$ cat config.mk
export PLATFORM = sky130hd
export DESIGN_NAME = flash_word_writer_flat
export DESIGN_NICKNAME = d
export VERILOG_FILES = /design/src/rtl/flash_word_writer_pkg.sv /design/src/rtl/flash_word_writer_if.sv /design/src/rtl/flash_word_writer_byte_packer.sv /design/src/rtl/flash_word_writer.sv /design/src/flat_wrapper.sv
export SDC_FILE = /design/constraint.sdc
export NUM_CORES = 1
export LEC_CHECK = 0
export CAP_MARGIN = 20
export CELL_PAD_IN_SITES_DETAIL_PLACEMENT = 0
export CELL_PAD_IN_SITES_GLOBAL_PLACEMENT = 1
export CORE_MARGIN = 4
export CORE_UTILIZATION = 34
export CTS_BUF_LIST = sky130_fd_sc_hd__clkbuf_8
export DETAILED_ROUTE_END_ITERATION = 8
export GPL_ROUTABILITY_DRIVEN = 0
export PLACE_DENSITY = 0.79
export SYNTH_ARGS = -nofsm -noshare
export SYNTH_HDL_FRONTEND = slang
export SYNTH_SLANG_ARGS = --single-unit
$ cat constraint.sdc
create_clock -name clk_i -period 2.9 [get_ports clk_i]
set_input_delay 0.29 -clock clk_i [delete_from_list [all_inputs] [get_ports clk_i]]
set_output_delay 0.29 -clock clk_i [all_outputs]
set_load 0.01 [all_outputs]
$ cat src/rtl/flash_word_writer_pkg.sv
// Shared constants, writer state encoding and address-step helper for the
// flash word writer.
package flash_pkg;

    localparam int FLASH_ADDR_W = 23;

    localparam logic [5:0] BURST_SINGLE = 6'd1;
    localparam logic [3:0] BYTE_EN_ALL  = 4'hF;

    localparam logic [FLASH_ADDR_W-1:0] ADDR_ZERO = {FLASH_ADDR_W{1'b0}};
    localparam logic [FLASH_ADDR_W-1:0] ADDR_ONE  = {{(FLASH_ADDR_W-1){1'b0}}, 1'b1};

    typedef enum logic [1:0] {
        ST_IDLE  = 2'd0,
        ST_FILL  = 2'd1,
        ST_WRITE = 2'd2,
        ST_DONE  = 2'd3
    } wr_state_e;

    // Next word address; wraps naturally modulo 2^FLASH_ADDR_W in both directions.
    function automatic logic [FLASH_ADDR_W-1:0] next_addr(
        input logic [FLASH_ADDR_W-1:0] addr,
        input logic                    rev
    );
        logic [FLASH_ADDR_W-1:0] res;
        if (rev) begin
            res = addr - ADDR_ONE;
        end else begin
            res = addr + ADDR_ONE;
        end
        return res;
    endfunction

endpackage

$ cat src/rtl/flash_word_writer_if.sv
// Byte-stream, control and Avalon-MM write signals of the flash word writer.
// The master modport is the writer itself; the slave modport is its environment.
interface flash_word_writer_if;
    import flash_pkg::*;

    logic                    start;
    logic                    reverse;
    logic [FLASH_ADDR_W-1:0] base_addr;
    logic [FLASH_ADDR_W-1:0] word_count;
    logic [7:0]              byte_in;
    logic                    byte_valid;
    logic                    byte_ready;
    logic                    flash_mem_write;
    logic [FLASH_ADDR_W-1:0] flash_mem_address;
    logic [31:0]             flash_mem_writedata;
    logic [3:0]              flash_mem_byteenable;
    logic [5:0]              flash_mem_burstcount;
    logic                    flash_mem_waitrequest;
    logic                    busy;
    logic                    done;

    modport master (
        input  start, reverse, base_addr, word_count, byte_in, byte_valid,
               flash_mem_waitrequest,
        output byte_ready, flash_mem_write, flash_mem_address, flash_mem_writedata,
               flash_mem_byteenable, flash_mem_burstcount, busy, done
    );

    modport slave (
        output start, reverse, base_addr, word_count, byte_in, byte_valid,
               flash_mem_waitrequest,
        input  byte_ready, flash_mem_write, flash_mem_address, flash_mem_writedata,
               flash_mem_byteenable, flash_mem_burstcount, busy, done
    );

endinterface

$ cat src/rtl/flash_word_writer_byte_packer.sv
// Packs accepted bytes into a 32-bit word. Forward order fills lane 0 first,
// reverse order fills lane 3 first. full_o flags the byte that completes a word.
module byte_packer (
    input  logic        clk_i,
    input  logic        reset_ni,
    input  logic        clear_i,
    input  logic        load_i,
    input  logic        reverse_i,
    input  logic [7:0]  byte_i,
    output logic [31:0] word_o,
    output logic        full_o
);

    logic [1:0]  lane_q, lane_d;
    logic [31:0] word_q, word_d;
    logic [1:0]  slot_s;

    // Lane advance and byte insertion into the selected slot.
    always_comb begin
        lane_d = lane_q;
        word_d = word_q;
        slot_s = 2'd0;
        if (clear_i) begin
            lane_d = 2'd0;
        end else if (load_i) begin
            lane_d = lane_q + 2'd1;
            if (reverse_i) begin
                slot_s = 2'd3 - lane_q;
            end else begin
                slot_s = lane_q;
            end
            case (slot_s)
                2'd0:    word_d[7:0]   = byte_i;
                2'd1:    word_d[15:8]  = byte_i;
                2'd2:    word_d[23:16] = byte_i;
                2'd3:    word_d[31:24] = byte_i;
                default: word_d        = word_q;
            endcase
        end else begin
            lane_d = lane_q;
        end
    end

    // Lane counter and word register.
    always_ff @(posedge clk_i) begin
        if (!reset_ni) begin
            lane_q <= 2'd0;
            word_q <= 32'h0000_0000;
        end else begin
            lane_q <= lane_d;
            word_q <= word_d;
        end
    end

    assign word_o = word_q;
    assign full_o = load_i && (lane_q == 2'd3);

endmodule

$ cat src/rtl/flash_word_writer.sv
// Flash word writer: collects four stream bytes per word and issues each word
// as a single-beat Avalon-MM write, stepping the address up or down.
module flash_word_writer
    import flash_pkg::*;
(
    input  logic                 clk_i,
    input  logic                 reset_ni,
    flash_word_writer_if.master  bus
);

    wr_state_e               state_q, state_d;
    logic                    rev_q, rev_d;
    logic [FLASH_ADDR_W-1:0] addr_q, addr_d;
    logic [FLASH_ADDR_W-1:0] rem_q, rem_d;
    logic                    byte_ready_q;
    logic                    write_q;
    logic                    busy_q;
    logic                    done_q;
    logic                    clear_s;
    logic                    load_s;
    logic                    full_s;
    logic [31:0]             word_s;

    byte_packer u_packer (
        .clk_i     (clk_i),
        .reset_ni  (reset_ni),
        .clear_i   (clear_s),
        .load_i    (load_s),
        .reverse_i (rev_q),
        .byte_i    (bus.byte_in),
        .word_o    (word_s),
        .full_o    (full_s)
    );

    // Next-state, transfer bookkeeping and packer control.
    always_comb begin
        state_d = state_q;
        rev_d   = rev_q;
        addr_d  = addr_q;
        rem_d   = rem_q;
        clear_s = 1'b0;
        load_s  = 1'b0;
        case (state_q)
            ST_IDLE: begin
                if (bus.start) begin
                    rev_d   = bus.reverse;
                    addr_d  = bus.base_addr;
                    rem_d   = bus.word_count;
                    clear_s = 1'b1;
                    if (bus.word_count == ADDR_ZERO) begin
                        state_d = ST_DONE;
                    end else begin
                        state_d = ST_FILL;
                    end
                end else begin
                    state_d = ST_IDLE;
                end
            end
            ST_FILL: begin
                load_s = bus.byte_valid;
                if (full_s) begin
                    state_d = ST_WRITE;
                end else begin
                    state_d = ST_FILL;
                end
            end
            ST_WRITE: begin
                if (!bus.flash_mem_waitrequest) begin
                    rem_d  = rem_q - ADDR_ONE;
                    addr_d = next_addr(addr_q, rev_q);
                    if (rem_q == ADDR_ONE) begin
                        state_d = ST_DONE;
                    end else begin
                        state_d = ST_FILL;
                        clear_s = 1'b1;
                    end
                end else begin
                    state_d = ST_WRITE;
                end
            end
            ST_DONE: begin
                state_d = ST_IDLE;
            end
            default: begin
                state_d = ST_IDLE;
            end
        endcase
    end

    // State, transfer registers and state-decoded outputs registered together.
    always_ff @(posedge clk_i) begin
        if (!reset_ni) begin
            state_q      <= ST_IDLE;
            rev_q        <= 1'b0;
            addr_q       <= ADDR_ZERO;
            rem_q        <= ADDR_ZERO;
            byte_ready_q <= 1'b0;
            write_q      <= 1'b0;
            busy_q       <= 1'b0;
            done_q       <= 1'b0;
        end else begin
            state_q      <= state_d;
            rev_q        <= rev_d;
            addr_q       <= addr_d;
            rem_q        <= rem_d;
            byte_ready_q <= (state_d == ST_FILL);
            write_q      <= (state_d == ST_WRITE);
            busy_q       <= (state_d != ST_IDLE);
            done_q       <= (state_d == ST_DONE);
        end
    end

    assign bus.byte_ready           = byte_ready_q;
    assign bus.flash_mem_write      = write_q;
    assign bus.flash_mem_address    = addr_q;
    assign bus.flash_mem_writedata  = word_s;
    assign bus.flash_mem_byteenable = BYTE_EN_ALL;
    assign bus.flash_mem_burstcount = BURST_SINGLE;
    assign bus.busy                 = busy_q;
    assign bus.done                 = done_q;

endmodule

$ cat src/flat_wrapper.sv
// flat-port wrapper written by rule: the top's interface ports become plain ports
module flash_word_writer_flat import flash_pkg::*;
  (clk_i, reset_ni, bus_start, bus_reverse, bus_base_addr, bus_word_count, bus_byte_in, bus_byte_valid, bus_flash_mem_waitrequest, bus_byte_ready, bus_flash_mem_write, bus_flash_mem_address, bus_flash_mem_writedata, bus_flash_mem_byteenable, bus_flash_mem_burstcount, bus_busy, bus_done);
  flash_word_writer_if bus_i ();
  input  logic clk_i;
  input  logic reset_ni;
  input wire logic [$bits(bus_i.start)-1:0] bus_start;
  input wire logic [$bits(bus_i.reverse)-1:0] bus_reverse;
  input wire logic [$bits(bus_i.base_addr)-1:0] bus_base_addr;
  input wire logic [$bits(bus_i.word_count)-1:0] bus_word_count;
  input wire logic [$bits(bus_i.byte_in)-1:0] bus_byte_in;
  input wire logic [$bits(bus_i.byte_valid)-1:0] bus_byte_valid;
  input wire logic [$bits(bus_i.flash_mem_waitrequest)-1:0] bus_flash_mem_waitrequest;
  output wire logic [$bits(bus_i.byte_ready)-1:0] bus_byte_ready;
  output wire logic [$bits(bus_i.flash_mem_write)-1:0] bus_flash_mem_write;
  output wire logic [$bits(bus_i.flash_mem_address)-1:0] bus_flash_mem_address;
  output wire logic [$bits(bus_i.flash_mem_writedata)-1:0] bus_flash_mem_writedata;
  output wire logic [$bits(bus_i.flash_mem_byteenable)-1:0] bus_flash_mem_byteenable;
  output wire logic [$bits(bus_i.flash_mem_burstcount)-1:0] bus_flash_mem_burstcount;
  output wire logic [$bits(bus_i.busy)-1:0] bus_busy;
  output wire logic [$bits(bus_i.done)-1:0] bus_done;
  assign bus_i.start = bus_start;
  assign bus_i.reverse = bus_reverse;
  assign bus_i.base_addr = bus_base_addr;
  assign bus_i.word_count = bus_word_count;
  assign bus_i.byte_in = bus_byte_in;
  assign bus_i.byte_valid = bus_byte_valid;
  assign bus_i.flash_mem_waitrequest = bus_flash_mem_waitrequest;
  assign bus_byte_ready = bus_i.byte_ready;
  assign bus_flash_mem_write = bus_i.flash_mem_write;
  assign bus_flash_mem_address = bus_i.flash_mem_address;
  assign bus_flash_mem_writedata = bus_i.flash_mem_writedata;
  assign bus_flash_mem_byteenable = bus_i.flash_mem_byteenable;
  assign bus_flash_mem_burstcount = bus_i.flash_mem_burstcount;
  assign bus_busy = bus_i.busy;
  assign bus_done = bus_i.done;
  flash_word_writer u_core (.clk_i(clk_i), .reset_ni(reset_ni), .bus(bus_i));
endmodule
==> results.md <==
- Outcome: complete, no violations
- Post-Route WL: 15.8 mm
- Post-Syn Instances: 653
- Area share of the largest cell type after synthesis: 0.336
- CP max FO: 16
- Antenna fix cells: 0
- Port Buf Inserts: 118
- Post_cts resized: 0
- Reg2Reg Setup Slack: 0.14 ns
- Most frequent cell after synthesis: nor2_1
- Number of global-route vias before repair: 4915
- Post-synth top cells: nor2_1, dfxtp_1, nand2_1
- Post-synthesis sequential area ratio: 0.336
- Initial core utilization: 0.352
- Fmax: 0.363 GHz
- Worst Path Arrival: 3.02 ns
- Synth Cell Area: 5190 µm²
- Static Leak: 2.50 nW
- Die H: 132 µm
- Site Rows: 44
- Post-synth EDFFs: 0
- Setup crit end kind: flop
- Initial DRC Count: 323
- Largest net degree at the start of global routing: 63
- Area leader, netlist: dfxtp_1
- Number of remaining DRC errors: 0
- DIE AREA: 17300 µm²
- Final Setup Violations: 0
- Fin Setup TNS: 0 ns
- Synth cell types: 68
- Final #Nets: 847
- CTS Buf Count: 9
- Endpoints failing hold: 0
- GRT Util Overall: 0.177
- Vias per inst: 5.49
- Crit path kind: flop to flop
- Synth area leaders: dfxtp_1, mux2i_1, nor2_1
- VDD IR max: 0.232 mV
- Clock Skew: 0.0140 ns
- Clk sinks: 87
- Die Wd: 132 µm
- IO Count: 129
- CP startpoint kind: flop
- Core ar.: 14800 µm²
- Min Clock Period, post-route: 2.76 ns
- Reg2reg start: u_core.rev_q$_SDFFE_PN0P_
- Worst Hold Class: flop to flop
- Syn Area/Cell: 7.95 µm²
- Hold path start: u_core.rem_q[11]$_SDFFE_PN0P_
- Placed Cells: 935
- Measured slew at the worst slew-check pin: 0.769 ns
- Max_slew headroom: 0.486
- Root buffer selected by CTS: clkbuf_8
- Area Growth Syn to Fin: 30.9%
- Post-Layout Cell Count: 951
- Layout cells sized above 1: 0.0743
- Vias: 5217
- CP cell instances: buf_4, ha_1, a21oi_2, o21ai_1, o41a_1, a21o_1, a211oi_1, xor2_1, a2111oi_0
- CP max stage cell: dfxtp_2
- Grt total ovfl: 0
- Synthesis-stage register bit count: 87
- DR pass1 iterations: 4
- Setup crit start: u_core.rev_q$_SDFFE_PN0P_
- PD cells: 419 nW/µm²
- Clock Latency Late Sink: 0.38 ns
- Initial antenna violation count: 0
- Ys flop type: dfxtp_1
- Register-to-Register Path Depth: 9
- CP required: 3.17 ns
- Hold Buf Count CTS: 0
- CTS tree: done
- H-tree levels: 3
- Max_cap viols: 0
- Hold depth: 2
- Ys async rst share: 0
- First-pass GRT wire length: 25.6 mm
- Post-CTS Setup Bufs: 0
- RSZ-0062 raised after global routing: false
- Clk slew on worst S/H paths: 0.11 ns
- Wirelength per Cell: 16.6 µm
- Period Utilization, post-route: 0.950
- Detailed Place HPWL: 11.5 mm
- Syn. warnings: 0
- Clk buf depth: 2
- Final Max Tran Viols: 0
- Antenna Nets Post-Route: 0
- CP peak stage delay: 0.50 ns
per-stage QoR:
step | hold slack (ns) | worst slack [ns] | instance area (µm²) | utilization | power, mW
2_1_floorplan | 0.426 | 0.259 | 5220 | - | 1.75
3_3_place_gp | 0.468 | 0.128 | 6590 | 0.447 | 2.01
3_5_place_dp | 0.472 | 0.114 | 6590 | 0.447 | 2.03
4_1_cts | 0.479 | 0.0883 | 6780 | 0.459 | 2.87
5_1_grt | 0.502 | 0.0140 | 6790 | 0.460 | 3.01
6_report | 0.485 | 0.144 | 6790 | 0.460 | 2.85
critical path: cells and delay by family (launching register included):
family	cells	cell delay (ns)
compound gates	6	1.41
flops	1	0.50
fa+ha+maj	1	0.35
xor+xnor	1	0.10
buf+inv	1	0.27
placed cells by master, fill, tap and decap left out, types with 3 or more instances in the layout:
cell type        count
nor3_1              20
clkdlybuf4s50_1    118
nor2_1              91
nand2_1             60
o21ai_0             54
a2bb2oi_1            3
nand4_1              9
nand3b_1             3
and2_1               5
a21o_1               4
o31ai_1              4
and3_1               4
a22oi_1             10
a31oi_1              9
conb_1              10
a21oi_1             48
inv_1                6
nor2b_1              4
mux2i_1             35
nor4_1               7
o211ai_1             3
buf_4               14
a211oi_1            19
clkbuf_8             9
o21bai_1             3
ha_1                24
nand3_1             15
o21ai_1              4
xnor2_1              9
o22ai_1              4
xor2_1               6
dfxtp_1             86
a311oi_1             4
inv_6                3
a21oi_2              5
per-layer routing:
metal,global-route usage,part of all wire
met1,0.239,0.48
met2,0.291,0.47
met3,0.0321,0.037
met4,0.0473,0.017
met5,0,0
layout make-up:
| type | instances | area (µm²) |
|---|---|---|
| fillers | 1486 | 7960 |
| multi-input cells | 523 | 3280 |
| flip-flops and latches | 87 | 1740 |
| repair buffers | 134 | 1330 |
| well taps | 184 | 230 |
| clock buffers | 9 | 124 |
| clock inverters | 7 | 61.3 |
| inverters | 7 | 26.3 |
flip-flops by register name, indices dropped and copies added (netlist names):
signal                        flops
u_core.u_packer.word_o           32
u_core.bus.flash_mem_write        1
u_core.u_packer.lane_q            2
u_core.rev_q                      1
u_core.rem_q                     23
u_core.bus.flash_mem_address     23
u_core.bus.byte_ready             1
u_core.state_q                    2
u_core.bus.busy                   1
u_core.bus.done                   1
report_power, final:
group	internal (mW)	leakage, nW	switching, mW
clock	0.328	0.0888	0.513
sequential	1.26	0.712	0.0663
combinational	0.324	1.70	0.360
worst paths after layout:
path                                                         to
setup / recovery  u_core.bus.flash_mem_address[20]$_SDFFE_PN0P_
setup reg to reg  u_core.bus.flash_mem_address[20]$_SDFFE_PN0P_
hold reg to reg                   u_core.rem_q[11]$_SDFFE_PN0P_
hold / removal                    u_core.rem_q[11]$_SDFFE_PN0P_
cell families (layout without fill, tap and decap cells):
kind of cell    count (synthesis)  count (layout)  share of synthesized area
other cells                     2              10                    0.00145
flops                          87              87                      0.336
fa+ha+maj                      25              25                     0.0617
simple gates                  237             237                      0.217
mux                            36              36                     0.0697
xor+xnor                       15              15                     0.0253
compound gates                200             200                      0.245
buf+inv                        51             157                     0.0443
(Power assumes the default switching activity.)
